`src/rtl/branch_predict_redirect.sv`:
```
// Branch predictor and redirect unit: 2-bit BHT prediction at fetch, EX resolution, registered redirect/flush.
// Ports: if_* / pred_* fetch side, ex_* resolve side, redirect_valid/redirect_pc/flush out; optional BHT_STATS_EN adds stat_* counters.
module branch_predict_redirect #(
    parameter int          BHT_IDX_W = 6,
    parameter logic [1:0]  BHT_INIT  = 2'b01
) (
    input  logic        clk,
    input  logic        rst,
    input  logic [31:0] if_pc,
    input  logic [31:0] if_instr,
    output logic [31:0] pred_next_pc,
    output logic        pred_taken,
    input  logic        ex_valid,
    input  logic        ex_is_branch,
    input  logic [31:0] ex_pc,
    input  logic        ex_taken,
    input  logic [31:0] ex_target,
    input  logic [31:0] ex_pred_next_pc,
    output logic        redirect_valid,
    output logic [31:0] redirect_pc,
`ifdef BHT_STATS_EN
    output logic [31:0] stat_branches,
    output logic [31:0] stat_mispredicts,
`endif
    output logic        flush
);

    localparam int BHT_N = 1 << BHT_IDX_W;

    logic [1:0]           bht [BHT_N];
    logic [BHT_IDX_W-1:0] if_idx;
    logic [BHT_IDX_W-1:0] ex_idx;
    logic                 if_is_br;
    logic [31:0]          br_imm;
    logic                 res;
    logic                 mispredict;
    logic [31:0]          actual_next;
    logic [1:0]           ctr;
    logic [1:0]           ctr_nxt;
    logic                 unused_bits;

    assign unused_bits = ^if_instr[24:12];

    assign if_idx   = if_pc[BHT_IDX_W+1:2];
    assign ex_idx   = ex_pc[BHT_IDX_W+1:2];
    assign if_is_br = (if_instr[6:0] == 7'b1100011);
    assign br_imm   = {{19{if_instr[31]}}, if_instr[31], if_instr[7],
                       if_instr[30:25], if_instr[11:8], 1'b0};

    always_comb begin
        pred_taken   = 1'b0;
        pred_next_pc = if_pc + 32'd4;
        if (if_is_br) begin
            pred_taken = bht[if_idx][1];
            if (bht[if_idx][1])
                pred_next_pc = if_pc + br_imm;
        end
    end

    // Squash anything arriving in EX while the flush pulse is high.
    assign res         = ex_valid & ex_is_branch & ~flush;
    assign actual_next = ex_taken ? ex_target : ex_pc + 32'd4;
    assign mispredict  = res & (actual_next != ex_pred_next_pc);

    always_comb begin
        ctr     = bht[ex_idx];
        ctr_nxt = ctr;
        unique case (1'b1)
            ex_taken && (ctr != 2'b11):  ctr_nxt = ctr + 2'd1;
            !ex_taken && (ctr != 2'b00): ctr_nxt = ctr - 2'd1;
            default:                     ctr_nxt = ctr;
        endcase
    end

    always_ff @(posedge clk or posedge rst) begin
        if (rst) begin
            for (int i = 0; i < BHT_N; i++)
                bht[i] <= BHT_INIT;
        end else if (res) begin
            bht[ex_idx] <= ctr_nxt;
        end
    end

    always_ff @(posedge clk or posedge rst) begin
        if (rst) begin
            redirect_valid <= 1'b0;
            flush          <= 1'b0;
            redirect_pc    <= 32'd0;
        end else begin
            redirect_valid <= mispredict;
            flush          <= mispredict;
            if (mispredict)
                redirect_pc <= actual_next;
        end
    end

`ifdef BHT_STATS_EN
    always_ff @(posedge clk or posedge rst) begin
        if (rst) begin
            stat_branches    <= 32'd0;
            stat_mispredicts <= 32'd0;
        end else begin
            if (res && stat_branches != 32'hFFFF_FFFF)
                stat_branches <= stat_branches + 32'd1;
            if (mispredict && stat_mispredicts != 32'hFFFF_FFFF)
                stat_mispredicts <= stat_mispredicts + 32'd1;
        end
    end
`endif

endmodule

```
`config.mk`:
```
export PLATFORM = sky130hd
export DESIGN_NAME = branch_predict_redirect
export DESIGN_NICKNAME = d
export VERILOG_FILES = /design/src/rtl/branch_predict_redirect.sv
export SDC_FILE = /design/constraint.sdc
export NUM_CORES = 1
export LEC_CHECK = 0
export CAP_MARGIN = 15
export CELL_PAD_IN_SITES_DETAIL_PLACEMENT = 1
export CELL_PAD_IN_SITES_GLOBAL_PLACEMENT = 2
export CORE_ASPECT_RATIO = 1.1
export CORE_MARGIN = 2
export CORE_UTILIZATION = 30
export CTS_BUF_LIST = sky130_fd_sc_hd__clkbuf_8
export DETAILED_ROUTE_END_ITERATION = 16
export GPL_ROUTABILITY_DRIVEN = 0
export PLACE_DENSITY_LB_ADDON = 0.25
export RECOVER_POWER = 50
export SLEW_MARGIN = 20
export SYNTH_ARGS = -nofsm -noshare
export SYNTH_HDL_FRONTEND = slang
export SYNTH_SLANG_ARGS = --single-unit
export TNS_END_PERCENT = 10
```
`constraint.sdc`:
```
create_clock -name clk -period 7 [get_ports clk]
set_clock_uncertainty 0.05 [all_clocks]
set_input_delay 2.1 -clock clk [delete_from_list [all_inputs] [get_ports clk]]
set_output_delay 2.1 -clock clk [all_outputs]
set_load 0.01 [all_outputs]
```
==> results.json <==
{
  "cts_tree": "done",
  "rrSetupSlack_ns": 3.77,
  "cts_root_buffer": "clkbuf_8",
  "critPathCaptureType": "primary output",
  "die_h_um": 215.5,
  "arrival_ns": 4.87,
  "avgSynthCellArea_sq_um": 9.629,
  "row_count": 77,
  "power_density_nw_per_um2": 154.2,
  "cts.sinks": 161,
  "yosys_warnings": 0,
  "fin_nets": 1815,
  "clkLatencyLatePin_ns": 0.50,
  "syn_nets": 1465,
  "viasPerCell": 5.376,
  "leakage_nw": 7.108,
  "rsz0062_at_grt": "yes",
  "netlist_area_sq_um": 12200,
  "overflow": 0,
  "synth-main-ff-cell": "dfrtp_1",
  "place_ws_ns": -1.029,
  "grt_pass1_wl_um": 73240,
  "fmax_mhz": 142.5,
  "start_util_pct": 30.37,
  "num_io_pins": 232,
  "num_vias": 11540,
  "cts.clk_slew.worst_paths_ns": 0.08,
  "violations": "max-capacitance violations, max-slew violations, negative setup slack",
  "drive_gt1_share_pct": 31.47,
  "hold_viol_final": 0,
  "status": "complete, but fails checks",
  "synth_cell_types": 78,
  "synth_cells": 1267,
  "fin_ws_ns": -0.01856,
  "grt_max_degree": 101,
  "htree_num_levels": 4,
  "hold_class": "reg2reg",
  "ys_ff_latch": 161,
  "synth_async_sr_flop_share_pct": 100.0,
  "peakVddDrop_uv": 123.9,
  "fin_crit_sh_pct": 100.3,
  "mostFrequentLayoutCell": "buf_4",
  "grt_pass1_vias": 12250,
  "synth-seq-area-share_pct": 33.68,
  "routed_wl_um": 47710,
  "finish.instance_area_sq_um": 16910,
  "grt_usage_pct": 22.61,
  "synth_edf_count": 0,
  "initialDrtViolationCount": 639,
  "die-area_sq_um": 42300,
  "crit_path_max_fanout": 21,
  "slew_violations": 101,
  "core_sq_um": 40170,
  "critPathLaunchType": "input pin",
  "syn_to_final_growth_pct": 38.63,
  "worst_pin_slew_ns": 3.915,
  "place_area_sq_um": 16030,
  "post-route-drc-count": 0,
  "layout_common_cells": "buf_4, mux2_2, clkdlybuf4s50_1, nand2_1, dfrtp_1",
  "cap_violations": 1,
  "setup_violations": 1,
  "io_buffers": 216,
  "required_ns": 4.85,
  "min_period_ns": 7.019,
  "cts.path.max_buffers": 2,
  "crit_type": "in2out",
  "die_x_um": 196.3,
  "cts_made_buffers": 17,
  "ant_nets": 0,
  "avgRoutedWirePerCell_um": 22.23,
  "hpwl_um": 36710,
  "slew-limit-headroom_pct": -161.0,
  "first_pass_iters": 5,
  "antenna_found_initial": 4
}
==> where the power goes <==
part / internal (W) / switching (W) / total, W / leakage [nW]
Clock: 0.000357 / 0.000392 / 0.000749 / 0.207
Sequential: 0.00102 / 0.0000395 / 0.00106 / 1.95
Combinational: 0.000394 / 0.000407 / 0.000801 / 4.95
Total: 0.00177 / 0.000839 / 0.00261 / 7.11
==> metal layers <==
layer	up-vias	track usage, %	part of all wire (%)	routed length (um)
met3	39	2.547	3.8	1795
met1	5828	29.67	45	21450
met4	0	5.833	1.7	816
li1	5398	-	-	-
met2	271	39.44	50	23650
met5	-	0	0	0
==> per-stage QoR <==
step / utilization, % / TNS (ns) / hold WS (ns) / cells / power (W)
2_1_floorplan: - / 0 / 0.4469 / 1267 / 0.001428
3_3_place_gp: 39.90 / -26.78 / 0.4257 / 2096 / 0.001850
3_5_place_dp: 39.90 / -28.13 / 0.4342 / 2096 / 0.001864
4_1_cts: 41.59 / -0.4612 / 0.4524 / 2141 / 0.002639
5_1_grt: 42.10 / -0.5479 / 0.4625 / 2146 / 0.002745
6_report: 42.10 / -0.01856 / 0.4418 / 2146 / 0.002608
==> worst max-delay path: stages <==
cell	delay, ns
clkbuf_4	0.15
buf_12	0.14
mux4_2	0.52
mux4_2	0.55
nor3b_4	0.18
nor3b_2	0.17
buf_6	0.15
buf_4	0.13
buf_12	0.15
mux2_2	0.33
dlygate4sd2_1	0.28
==> sequential cells by signal, summed over array words and instances, names as in the netlist <==
name / flops
bht: 128
flush: 1
redirect_pc: 32
==> path summary, 6_finish.rpt <==
check | depth (start not counted) | end | start
min in group asynchronous | 2 | redirect_pc[7]$_DFFE_PP0P_ | rst
worst max-delay path | 11 | pred_next_pc[1] | if_pc[2]
worst min register to register | 1 | redirect_pc[6]$_DFFE_PP0P_ | redirect_pc[6]$_DFFE_PP0P_
worst max register to register | 8 | bht[124]$_DFFE_PP1P_ | bht[23]$_DFFE_PP0P_
worst min-delay path | 1 | redirect_pc[6]$_DFFE_PP0P_ | redirect_pc[6]$_DFFE_PP0P_
max in group asynchronous | 3 | bht[35]$_DFFE_PP0P_ | rst
==> timing repair <==
item | in CTS | in global routing
pin swaps | 23 | 13
setup endpoints to repair | 32 | 18
setup buffers | 13 | 2
resized for setup | 137 | 52
cloned | 0 | 0
hold buffers | 0 | 0
==> synthesized netlist by cell type (5+ instances only) <==
cell type | count | area (sq um)
a21o_1 | 17 | 127.6
a21oi_1 | 46 | 230.2
a221oi_1 | 11 | 96.34
a22o_1 | 11 | 96.34
a22oi_1 | 47 | 352.8
a31oi_1 | 16 | 100.1
and2_1 | 11 | 68.82
and3_1 | 13 | 81.33
and4_1 | 6 | 52.55
buf_1 | 5 | 18.77
buf_2 | 9 | 45.04
clkbuf_1 | 50 | 187.7
dfrtp_1 | 97 | 2427
dfstp_2 | 64 | 1682
ha_1 | 32 | 400.4
inv_1 | 32 | 120.1
mux2_1 | 23 | 259.0
mux2_2 | 132 | 1486
mux2i_1 | 21 | 210.2
mux4_2 | 18 | 405.4
nand2_1 | 120 | 450.4
nand2b_1 | 8 | 50.05
nand3_1 | 30 | 150.1
nand3b_1 | 5 | 37.54
nand4_1 | 29 | 181.4
nor2_1 | 80 | 300.3
nor2b_1 | 5 | 31.28
nor3_1 | 20 | 100.1
nor3b_1 | 16 | 120.1
nor4_1 | 14 | 87.58
o211ai_1 | 8 | 60.06
o21a_1 | 10 | 75.07
o21ai_0 | 50 | 250.2
o21bai_1 | 7 | 52.55
o31ai_1 | 7 | 52.55
or3_1 | 5 | 31.28
xnor2_1 | 63 | 551.8
xor2_1 | 57 | 499.2
==> area by class of cell <==
class	instances	area, sq um
inverter	34	127.6
fill	4603	23260
antenna	3	7.507
tap	513	641.9
clock buffer	17	234.0
clock inverter	15	183.9
sequential	161	4109
timing repair buffer	400	3536
multi-input combinational	1003	8074
==> kinds of logic after synthesis <==
family,count (synthesis),synth area share [%]
flops,161,33.68
mux,194,19.35
buf+inv,103,3.477
compound gates,272,15.24
xor+xnor,122,8.984
fa+ha+maj,35,3.610
simple gates,380,15.66
(Power assumes the default switching activity.)
